$ cat config.mk
export PLATFORM = sky130hd
export DESIGN_NAME = mul_hazard_ctrl_flat
export DESIGN_NICKNAME = d
export VERILOG_FILES = /design/src/rtl/core_pkg.sv /design/src/rtl/mul_hazard_ctrl_if.sv /design/src/rtl/mul_hazard_ctrl_hazard_detect.sv /design/src/rtl/mul_hazard_ctrl.sv /design/src/flat_wrapper.sv
export SDC_FILE = /design/constraint.sdc
export NUM_CORES = 1
export LEC_CHECK = 0
export BUFFER_PORTS_ARGS = -buffer_cell sky130_fd_sc_hd__buf_2
export CAP_MARGIN = 5
export CORE_MARGIN = 3
export CORE_UTILIZATION = 51
export DETAILED_ROUTE_END_ITERATION = 10
export PLACE_DENSITY = 0.81
export SLEW_MARGIN = 30
export SYNTH_ARGS = -nofsm -noshare
export SYNTH_HDL_FRONTEND = slang
export SYNTH_HIERARCHICAL = 1
export SYNTH_SLANG_ARGS = --single-unit
$ cat constraint.sdc
create_clock -name clk -period 2 [get_ports clk]
set_input_delay 0.3 -clock clk [delete_from_list [all_inputs] [get_ports clk]]
set_output_delay 0.3 -clock clk [all_outputs]
set_load 0.05 [all_outputs]
$ cat src/rtl/core_pkg.sv
// Shared opcode constants, MUL encoding and sequencer state type for the
// hazard/multiplier control slice.
package core_pkg;

    localparam logic [6:0] ALU_R     = 7'b0110011;
    localparam logic [6:0] ALU_I     = 7'b0010011;
    localparam logic [6:0] BRANCH_EQ = 7'b1100011;
    localparam logic [6:0] JUMP      = 7'b1101111;
    localparam logic [6:0] LOAD      = 7'b0000011;
    localparam logic [6:0] STORE     = 7'b0100011;

    localparam logic [6:0] MUL_FUNCT7 = 7'b0000001;
    localparam logic [2:0] MUL_FUNCT3 = 3'b000;

    typedef enum logic [1:0] {
        ST_IDLE = 2'd0,
        ST_BUSY = 2'd1,
        ST_DONE = 2'd2
    } mul_state_e;

    function automatic logic uses_rs1(input logic [6:0] op);
        return (op == ALU_R) || (op == ALU_I) || (op == BRANCH_EQ) ||
               (op == LOAD)  || (op == STORE);
    endfunction

    function automatic logic uses_rs2(input logic [6:0] op);
        return (op == ALU_R) || (op == BRANCH_EQ) || (op == STORE);
    endfunction

endpackage

$ cat src/rtl/mul_hazard_ctrl_if.sv
// Pipeline-side signals of the hazard/multiplier controller; master is the
// datapath, slave is the controller.
interface mul_hazard_ctrl_if #(
    parameter int CNT_W = 32
);
    logic             enable;
    logic [6:0]       id_opcode;
    logic [4:0]       id_rs1;
    logic [4:0]       id_rs2;
    logic             ex_mem_read;
    logic [4:0]       ex_rd;
    logic             ex_is_mul;

    logic             pc_write;
    logic             if_id_write;
    logic             id_ex_write;
    logic             id_ex_bubble;
    logic             ex_mem_bubble;
    logic             mul_start;
    logic             mul_busy;
    logic [CNT_W-1:0] stall_cnt;

    modport master (
        output enable, id_opcode, id_rs1, id_rs2, ex_mem_read, ex_rd, ex_is_mul,
        input  pc_write, if_id_write, id_ex_write, id_ex_bubble, ex_mem_bubble,
               mul_start, mul_busy, stall_cnt
    );

    modport slave (
        input  enable, id_opcode, id_rs1, id_rs2, ex_mem_read, ex_rd, ex_is_mul,
        output pc_write, if_id_write, id_ex_write, id_ex_bubble, ex_mem_bubble,
               mul_start, mul_busy, stall_cnt
    );
endinterface

$ cat src/rtl/mul_hazard_ctrl_hazard_detect.sv
// Combinational load-use detection: a LOAD in EX whose destination is a
// source actually read by the instruction in ID.
module hazard_detect
    import core_pkg::*;
(
    input  logic [6:0] opcode_i,
    input  logic [4:0] rs1_i,
    input  logic [4:0] rs2_i,
    input  logic       ex_mem_read_i,
    input  logic [4:0] ex_rd_i,
    output logic       lu_o
);

    logic hit_rs1;
    logic hit_rs2;

    assign hit_rs1 = uses_rs1(opcode_i) && (ex_rd_i == rs1_i);
    assign hit_rs2 = uses_rs2(opcode_i) && (ex_rd_i == rs2_i);

    // x0 is never a real producer, so a LOAD to x0 cannot create a hazard.
    assign lu_o = ex_mem_read_i && (ex_rd_i != 5'd0) && (hit_rs1 || hit_rs2);

endmodule

$ cat src/rtl/mul_hazard_ctrl.sv
// Load-use stall and fixed-latency multiplier sequencer: drives pipeline
// write-enables, bubbles, multiplier start and a saturating stall counter.
module mul_hazard_ctrl
    import core_pkg::*;
#(
    parameter int MUL_LATENCY = 3,
    parameter int CNT_W       = 32
) (
    input  logic                clk,
    input  logic                arst_n,
    mul_hazard_ctrl_if.slave    bus
);

    localparam logic [3:0] CNT_INIT = 4'((MUL_LATENCY > 2) ? (MUL_LATENCY - 3) : 0);

    mul_state_e       state_q, state_d;
    logic [3:0]       cnt_q, cnt_d;
    logic [CNT_W-1:0] stall_q, stall_d;
    logic             run_q;

    logic lu;
    logic advance;
    logic mul_trig;
    logic pc_write, if_id_write, id_ex_write;
    logic id_ex_bubble, ex_mem_bubble, mul_start, mul_busy;

    hazard_detect u_hazard_detect (
        .opcode_i      (bus.id_opcode),
        .rs1_i         (bus.id_rs1),
        .rs2_i         (bus.id_rs2),
        .ex_mem_read_i (bus.ex_mem_read),
        .ex_rd_i       (bus.ex_rd),
        .lu_o          (lu)
    );

    assign advance  = run_q && bus.enable;
    assign mul_trig = (state_q == ST_IDLE) && bus.ex_is_mul;

    always_ff @(posedge clk or negedge arst_n) begin
        if (!arst_n) begin
            run_q   <= 1'b0;
            state_q <= ST_IDLE;
            cnt_q   <= '0;
            stall_q <= '0;
        end else begin
            run_q   <= 1'b1;
            state_q <= state_d;
            cnt_q   <= cnt_d;
            stall_q <= stall_d;
        end
    end

    always_comb begin
        state_d = state_q;
        cnt_d   = cnt_q;
        if (advance) begin
            case (state_q)
                ST_IDLE: begin
                    if (bus.ex_is_mul) begin
                        if (MUL_LATENCY > 2) begin
                            state_d = ST_BUSY;
                            cnt_d   = CNT_INIT;
                        end else begin
                            state_d = ST_DONE;
                        end
                    end
                end
                ST_BUSY: begin
                    if (cnt_q == 4'd0) state_d = ST_DONE;
                    else               cnt_d   = cnt_q - 4'd1;
                end
                ST_DONE: state_d = ST_IDLE;
                default: state_d = ST_IDLE;
            endcase
        end
    end

    // MUL freeze outranks load-use; DONE ignores ex_is_mul (same instruction).
    always_comb begin
        pc_write      = 1'b0;
        if_id_write   = 1'b0;
        id_ex_write   = 1'b0;
        id_ex_bubble  = 1'b0;
        ex_mem_bubble = 1'b0;
        mul_start     = 1'b0;
        mul_busy      = 1'b0;
        if (run_q) begin
            if (!bus.enable) begin
                mul_busy = (state_q != ST_IDLE);
            end else if (mul_trig || (state_q == ST_BUSY)) begin
                mul_start     = mul_trig;
                mul_busy      = 1'b1;
                ex_mem_bubble = 1'b1;
            end else begin
                mul_busy = (state_q == ST_DONE);
                if (lu) begin
                    id_ex_write  = 1'b1;
                    id_ex_bubble = 1'b1;
                end else begin
                    pc_write    = 1'b1;
                    if_id_write = 1'b1;
                    id_ex_write = 1'b1;
                end
            end
        end
    end

    always_comb begin
        stall_d = stall_q;
        if (advance && !pc_write && (stall_q != '1))
            stall_d = stall_q + CNT_W'(1);
    end

    assign bus.pc_write      = pc_write;
    assign bus.if_id_write   = if_id_write;
    assign bus.id_ex_write   = id_ex_write;
    assign bus.id_ex_bubble  = id_ex_bubble;
    assign bus.ex_mem_bubble = ex_mem_bubble;
    assign bus.mul_start     = mul_start;
    assign bus.mul_busy      = mul_busy;
    assign bus.stall_cnt     = stall_q;

endmodule

$ cat src/flat_wrapper.sv
// flat-port wrapper written by rule: the top's interface ports become plain ports
module mul_hazard_ctrl_flat import core_pkg::*;
#(
    parameter int MUL_LATENCY = 3,
    parameter int CNT_W       = 32
)
  (clk, arst_n, bus_enable, bus_id_opcode, bus_id_rs1, bus_id_rs2, bus_ex_mem_read, bus_ex_rd, bus_ex_is_mul, bus_pc_write, bus_if_id_write, bus_id_ex_write, bus_id_ex_bubble, bus_ex_mem_bubble, bus_mul_start, bus_mul_busy, bus_stall_cnt);
  mul_hazard_ctrl_if #(.CNT_W(CNT_W)) bus_i ();
  input  logic clk;
  input  logic arst_n;
  input wire logic [$bits(bus_i.enable)-1:0] bus_enable;
  input wire logic [$bits(bus_i.id_opcode)-1:0] bus_id_opcode;
  input wire logic [$bits(bus_i.id_rs1)-1:0] bus_id_rs1;
  input wire logic [$bits(bus_i.id_rs2)-1:0] bus_id_rs2;
  input wire logic [$bits(bus_i.ex_mem_read)-1:0] bus_ex_mem_read;
  input wire logic [$bits(bus_i.ex_rd)-1:0] bus_ex_rd;
  input wire logic [$bits(bus_i.ex_is_mul)-1:0] bus_ex_is_mul;
  output wire logic [$bits(bus_i.pc_write)-1:0] bus_pc_write;
  output wire logic [$bits(bus_i.if_id_write)-1:0] bus_if_id_write;
  output wire logic [$bits(bus_i.id_ex_write)-1:0] bus_id_ex_write;
  output wire logic [$bits(bus_i.id_ex_bubble)-1:0] bus_id_ex_bubble;
  output wire logic [$bits(bus_i.ex_mem_bubble)-1:0] bus_ex_mem_bubble;
  output wire logic [$bits(bus_i.mul_start)-1:0] bus_mul_start;
  output wire logic [$bits(bus_i.mul_busy)-1:0] bus_mul_busy;
  output wire logic [$bits(bus_i.stall_cnt)-1:0] bus_stall_cnt;
  assign bus_i.enable = bus_enable;
  assign bus_i.id_opcode = bus_id_opcode;
  assign bus_i.id_rs1 = bus_id_rs1;
  assign bus_i.id_rs2 = bus_id_rs2;
  assign bus_i.ex_mem_read = bus_ex_mem_read;
  assign bus_i.ex_rd = bus_ex_rd;
  assign bus_i.ex_is_mul = bus_ex_is_mul;
  assign bus_pc_write = bus_i.pc_write;
  assign bus_if_id_write = bus_i.if_id_write;
  assign bus_id_ex_write = bus_i.id_ex_write;
  assign bus_id_ex_bubble = bus_i.id_ex_bubble;
  assign bus_ex_mem_bubble = bus_i.ex_mem_bubble;
  assign bus_mul_start = bus_i.mul_start;
  assign bus_mul_busy = bus_i.mul_busy;
  assign bus_stall_cnt = bus_i.stall_cnt;
  mul_hazard_ctrl #(.MUL_LATENCY(MUL_LATENCY), .CNT_W(CNT_W)) u_core (.clk(clk), .arst_n(arst_n), .bus(bus_i));
endmodule
# [Yosys cells after proc, flatten, opt, wreduce, memory -nomap -nowiden]
# Index checks and enable logic that the tools add are counted.
[word_totals] ram_bits=0 rom_bits=0 in_bits=27 word_cells=69 output_inout_bits=39 memories=0 ff_bits=39 latch_bits=0
[op_classes] n_lt_le_gt_ge=0 reduce_logical=24 bitwise=0 mul=0 n_mux=26 div=0 n_eq_ne=13 shifts=0 add_sub_neg=2
[op_table] op="adder 32 x 1 -> 32 bit (second input constant)" count=1
[op_table] op="!= test 32 bit (second input constant)" count=1
[op_table] op="2-to-1 mux 1 bit" count=20
[op_table] op="equality test 7 x 6 -> 1 bit (second input constant)" count=2
[op_table] op="equality test 5 bit" count=2
[op_table] op="logical AND 1 bit" count=8
[op_table] op="logical OR 1 bit" count=8
[op_table] op="2-to-1 mux 4 bit" count=2
[op_table] op="one-hot mux 4 bit (2 select lines)" count=1
[op_table] op="equality test 7 x 2 -> 1 bit (second input constant)" count=1
[op_table] op="equality test 7 x 5 -> 1 bit (second input constant)" count=1
[op_table] op="equality test 7 bit (second input constant)" count=1
[op_table] op="nonzero test 5 bit" count=1
[op_table] op="zero test 4 bit" count=1
[op_table] op="2-to-1 mux 2 bit" count=2
[op_table] op="!= test 2 bit (second input constant)" count=2
[op_table] op="one-hot mux 2 bit (2 select lines)" count=1
[op_table] op="AND reduction 4 bit" count=1
[op_table] op="nonzero test 2 bit" count=2
[op_table] op="subtractor 4 x 1 -> 4 bit (second input constant)" count=1
[op_table] op="AND reduction 3 bit" count=1
[op_table] op="equality test 2 x 1 -> 1 bit (second input constant)" count=1
[op_table] op="equality test 2 bit (second input constant)" count=1
[op_table] op="zero test 2 bit" count=1
[op_table] op="other kinds (2)" count=2

# [Logic depth before layout (Yosys ltp)]
[logic_depth] depth_word=15 mapped_depth=9 depth_no_buf=9

# [Cells and area by module]
# The synthesis kept the hierarchy.
[by_module_without_submodules] module="mul_hazard_ctrl" instances=1 area_per_inst_um2=1969.4 seq_area_each_um2=975.9 cells_per_inst=191
[by_module_without_submodules] module="hazard_detect" instances=1 area_per_inst_um2=157.7 seq_area_each_um2=0.0 cells_per_inst=22

# [Least setup slack after synthesis]
# Ideal clock, no wire load.
[synth_path] kind="input port to output port" startpoint="in bus_ex_rd[1]" endpoint="out bus_pc_write" required_time_ns=1.700 path_buffers=1 setup_slack_ns=-0.854 arrival_time_ns=2.554 cell_stages=5 path_cell_list="or4_1 o211ai_2 a21oi_1 nor3_1 buf_4"
[synth_between] elab_chain_cells=8 elab_cells_between_ends=12 cone_classes="eq/ne: 2; mux: 4; reduce/logical: 6"
[synth_rtl] element="from (decl)" line_no="flat_wrapper.sv:16" source="input wire logic [$bits(bus_i.ex_rd)-1:0] bus_ex_rd;"
[synth_rtl] element="equality test 5 bit (on tied branches)" line_no="mul_hazard_ctrl_hazard_detect.sv:17, mul_hazard_ctrl_hazard_detect.sv:18"
[synth_rtl] element="logical AND 1 bit (on tied branches)" line_no="mul_hazard_ctrl_hazard_detect.sv:17, mul_hazard_ctrl_hazard_detect.sv:18"
[synth_rtl] element="logical OR 1 bit" line_no="mul_hazard_ctrl_hazard_detect.sv:21" source="assign lu_o = ex_mem_read_i && (ex_rd_i != 5'd0) && (hit_rs1 || hit_rs2);"
[synth_rtl] element="logical AND 1 bit (*)" line_no="mul_hazard_ctrl_hazard_detect.sv:21"
[synth_rtl] element="named net u_core.lu" line_no="mul_hazard_ctrl.sv:21" source="logic lu;"
[synth_rtl] element="2-to-1 mux 1 bit (*) (4 in a row)"
[synth_rtl] element="to (decl)" line_no="flat_wrapper.sv:18" source="output wire logic [$bits(bus_i.pc_write)-1:0] bus_pc_write;"
# Mark *: on every way through the listed nets, which the timed path passes. The rest lies on a longest branch.

# [Final worst setup path]
[layout_path] startpoint="in bus_id_rs2[0]" endpoint="reg u_core.stall_q[18], in the netlist u_core/bus.stall_cnt[18]"
[layout_between] elab_chain_cells=11
[layout_rtl] element="from (decl)" line_no="flat_wrapper.sv:14" source="input wire logic [$bits(bus_i.id_rs2)-1:0] bus_id_rs2;"
[layout_rtl] element="equality test 5 bit" line_no="mul_hazard_ctrl_hazard_detect.sv:18" source="assign hit_rs2 = uses_rs2(opcode_i) && (ex_rd_i == rs2_i);"
[layout_rtl] element="logical AND 1 bit" line_no="mul_hazard_ctrl_hazard_detect.sv:18"
[layout_rtl] element="logical OR 1 bit" line_no="mul_hazard_ctrl_hazard_detect.sv:21"
[layout_rtl] element="logical AND 1 bit" line_no="mul_hazard_ctrl_hazard_detect.sv:21"
[layout_rtl] element="named net u_core.lu" line_no="mul_hazard_ctrl.sv:21"
[layout_rtl] element="2-to-1 mux 1 bit" line_no="mul_hazard_ctrl.sv:96" source="if (lu) begin"
[layout_rtl] element="2-to-1 mux 1 bit" line_no="mul_hazard_ctrl.sv:90" source="end else if (mul_trig || (state_q == ST_BUSY)) begin"
[layout_rtl] element="2-to-1 mux 1 bit" line_no="mul_hazard_ctrl.sv:88" source="if (!bus.enable) begin"
[layout_rtl] element="2-to-1 mux 1 bit" line_no="mul_hazard_ctrl.sv:87" source="if (run_q) begin"
[layout_rtl] element="zero test 1 bit" line_no="mul_hazard_ctrl.sv:110" source="if (advance && !pc_write && (stall_q != '1))"
[layout_rtl] element="logical AND 1 bit (2 in a row)" line_no="mul_hazard_ctrl.sv:110"
[layout_rtl] element="to (signal assigned)" line_no="mul_hazard_ctrl.sv:49" source="stall_q <= stall_d;"
[layout_rtl] element="to (decl)" line_no="mul_hazard_ctrl.sv:18" source="logic [CNT_W-1:0] stall_q, stall_d;"
# The timed path passes the listed nets, and every way through them passes these cells.
# A chain may end at the register's enable or synchronous reset.

==> flow_summary_export.csv <==
group,metric,value,unit
route,wire_per_inst,16.16,um
pwr,power_density,765.3,nW/um^2
final_layout,postLayoutCellArea,3126,um^2
die,io_pins,66,
route,avgViaCountPerCell,5.704,
synthesis,syn-mean-instance-area,9.986,um^2
synthesis,top_area_cell_type_share_of_the_netlist_area,45.88,%
route,num_vias,2042,
outcome,outcome,"complete, but fails checks",
global_route,grt_first_pass_wirelength,9039,um
route,drc,0,
clock_tree,worstSkewPairLatency,0.29,ns
die,die_height,70.58,um
pwr,power.share.combinational,37.4,%
global_route,grt_max_degree,21,
hold_path,hold_class,"in -> reg",
place,post-dp-hpwl,3826,um
pwr,p_sw_share,38.56,%
global_route,globalRouteOverflowTotal,0,
timing,setup_viol_count_final,24,
worst_setup_path,start_kind,"primary input",
timing,post-route-period-util,111.3,%
synthesis,yosysWarnings,6,
synthesis,asyncSetResetFlopFracSynth,100.0,%
place,placed_area,2784,um^2
die,die_width,70.58,um
synthesis,yosysSeqAreaShare,45.88,%
final_layout,finish.utilization,81.69,%
pwr,p_leak,1.499,nW
synthesis,synth-edff-count,0,
synthesis,yosys-top-cells-area,"sky130_fd_sc_hd__dfrtp_1 46%, sky130_fd_sc_hd__xor2_1 11%, sky130_fd_sc_hd__xnor2_1 6.2%, sky130_fd_sc_hd__nand2_1 3.4%, sky130_fd_sc_hd__nand3_1 3.3%",
worst_setup_path,timing.critical_path.arrival,2.41,ns
final_layout,layout-drive-gt1-share,53.87,%
die,core-area,3826,um^2
global_route,antenna_found_initial,0,
route,drtIter0Drc,95,
synthesis,synth_largest_area_cell,"sky130_fd_sc_hd__dfrtp_1",
timing,max_freq,0.4493,GHz
pwr,clock_power_share,21.1,%
synthesis,synth_fp_nets,242,
synthesis,synth_common_cells,"39 x sky130_fd_sc_hd__dfrtp_1, 26 x sky130_fd_sc_hd__xor2_1, 19 x sky130_fd_sc_hd__nand2_1, 15 x sky130_fd_sc_hd__nor2_1, 15 x sky130_fd_sc_hd__xnor2_1",
die,die-area,4982,um^2
place,replace_congestion,0.7813,
final_layout,areaGrowthSynthToFinish,46.94,%
clock_tree,cts_made_buffers,5,
worst_setup_path,setup.worst_path.end_class,"register",
global_route,grt_use_total,22.48,%
outcome,violations,"negative setup slack",
place,port_buffers,65,
clock_tree,cts_htree_levels,2,
timing,skew,0.003638,ns
timing,setup_slack,-0.2257,ns
timing,sum_of_negative_setup_slack,-2.719,ns
synthesis,synth_cell_type_count,41,
route,wl,5787,um
pwr,power.switching,0.0009224,W
pwr,max-vdd-ir-drop,0.001241,V
route,drt_pass1_iterations,4,
pwr,power.sequential.fraction,41.5,%
pwr,power.internal,0.001470,W
final_layout,number_of_antenna_cells_inserted,0,
place,pre_cts_ws,-0.4324,ns
die,initial_utilization,55.59,%
die,placement_rows,22,
timing,max_slew_headroom,54.59,%
synthesis,synthFlopType,"sky130_fd_sc_hd__dfrtp_1",
clock_tree,clock_path_buffers,2,
timing,setup_repair_after_global_routing_missed_its_margin,"true",
clock_tree,clock_tree_from_tritoncts,"done",
clock_tree,cts.root.buffer_cell,"sky130_fd_sc_hd__clkbuf_8",
synthesis,syn_inst,213,
global_route,number_of_global_route_vias_before_repair,1977,
timing,timing_max_transition_violations_final,0,
flow_run,drv_cap,0,
timing,period_minus_slack,2.226,ns
worst_setup_path,critPathKind,"in -> reg",
synthesis,synth-seq-cells,39,
worst_setup_path,worstPathRequired,2.18,ns
worst_setup_path,critPathMaxFanout,6,
clock_tree,clkSinkCount,39,
route,antenna_nets_post_route,0,
synthesis,netlist_area,2127,um^2
worst_setup_path,setup.reg_to_reg.worst_slack,-0.02,ns
synthesis,synth_most_common_cell,"sky130_fd_sc_hd__dfrtp_1",
timing,finalHoldViolations,0,
final_layout,final_nets,338,
clock_tree,register_clock_pin_slew_on_the_reported_worst_setup_and_hold_paths,0.07,ns
timing,timing_worst_slew_pin_value,0.6749,ns
==> metrics by stage <==
stage	total power [W]	hold WS, ns	cells
after floorplan	0.001551	0.004409	213
after global placement	0.001804	0.2785	345
after detailed placement	0.001839	0.2903	345
after CTS	0.002364	0.4259	356
after global routing	0.002518	0.4438	358
final	0.002392	0.4303	358
==> metal layers <==
metal  GRT usage (%)  wire length [um]  part of all wire (%)
met5               0                 0                     0
met4           8.559               144                   2.5
met1           26.59              2244                    39
met3           5.398               322                   5.6
met2           39.60              3075                    53
==> cells in the final DEF (no fill, tap or decap), drive strengths merged, types with 2 or more instances in the layout <==
master / n
ha: 2
nand3: 14
or4: 2
buf: 91
xor2: 26
mux2: 2
a21o: 2
nor4: 11
clkbuf: 8
and4: 2
or2: 3
xnor2: 15
nand2: 20
a211o: 3
nor4b: 2
o21ai: 3
nand4: 9
dfrtp: 39
nor2: 15
and3: 2
inv: 7
a31oi: 2
a21oi: 4
nor3: 13
==> final cells by class <==
cell class,count,area (um^2)
multi-input combinational,163,1345
fill,205,700.7
timing repair buffer,93,611.8
inverter,7,26.28
tap,48,60.06
clock buffer,7,76.32
sequential,39,1001
clock inverter,1,5.005
==> worst max-delay path, stage by stage <==
cell and delay, ns:
sky130_fd_sc_hd__buf_6 0.09, sky130_fd_sc_hd__xor2_1 0.15, sky130_fd_sc_hd__nor4_1 0.34, sky130_fd_sc_hd__nand3_1 0.14, sky130_fd_sc_hd__a21oi_2 0.20, sky130_fd_sc_hd__inv_2 0.07, sky130_fd_sc_hd__buf_4 0.14, sky130_fd_sc_hd__a211o_4 0.38
sky130_fd_sc_hd__a31oi_4 0.28, sky130_fd_sc_hd__nand4_1 0.16, sky130_fd_sc_hd__xnor2_1 0.15
==> state kept, by name, summed over array words and instances, names as in the netlist <==
| register | cells |
|---|---|
| u_core/cnt_q | 4 |
| u_core/state_q | 2 |
| u_core/run_q | 1 |
| u_core/bus.stall_cnt | 32 |
==> logic make-up after synthesis <==
family / after synthesis / synth area share, %
compound gates: 19 / 6.470
xor+xnor: 41 / 16.88
fa+ha+maj: 2 / 1.176
buf+inv: 11 / 2.236
flops: 39 / 45.88
mux: 2 / 1.059
other cells: 1 / 0.1763
simple gates: 98 / 26.12
==> what timing repair did <==
item	4_1_cts	5_1_grt
cloned	0	0
hold buffers	1	0
buffers inserted	2	2
gates resized for setup	22	28
endpoints found under the setup margin	15	31
hold endpoints to repair	19	0
pin swaps	18	21
==> worst paths after layout <==
| check | from | depth (start not counted) | end |
|---|---|---|---|
| max in group asynchronous | arst_n | 3 | u_core/bus.stall_cnt[16]$_DFFE_PN0P_ |
| min in group asynchronous | arst_n | 2 | u_core/run_q$_DFF_PN0_ |
| worst min-delay path | bus_ex_is_mul | 3 | u_core/cnt_q[2]$_DFFE_PN0P_ |
| worst min register to register | u_core/bus.stall_cnt[15]$_DFFE_PN0P_ | 1 | u_core/bus.stall_cnt[15]$_DFFE_PN0P_ |
| worst max register to register | u_core/bus.stall_cnt[16]$_DFFE_PN0P_ | 5 | u_core/bus.stall_cnt[29]$_DFFE_PN0P_ |
| worst max-delay path | bus_id_rs2[0] | 11 | u_core/bus.stall_cnt[18]$_DFFE_PN0P_ |
==> power groups by stage <==
stage                     Combinational, W  Sequential, W  Clock, W
after global routing              0.000960        0.00101  0.000553
after detailed placement          0.000836        0.00100         0
final                             0.000894       0.000994  0.000505
after global placement            0.000802        0.00100         0
after CTS                         0.000864       0.000988  0.000513
after floorplan                   0.000388        0.00116         0
No activity file was read; power rests on OpenSTA's default activity.
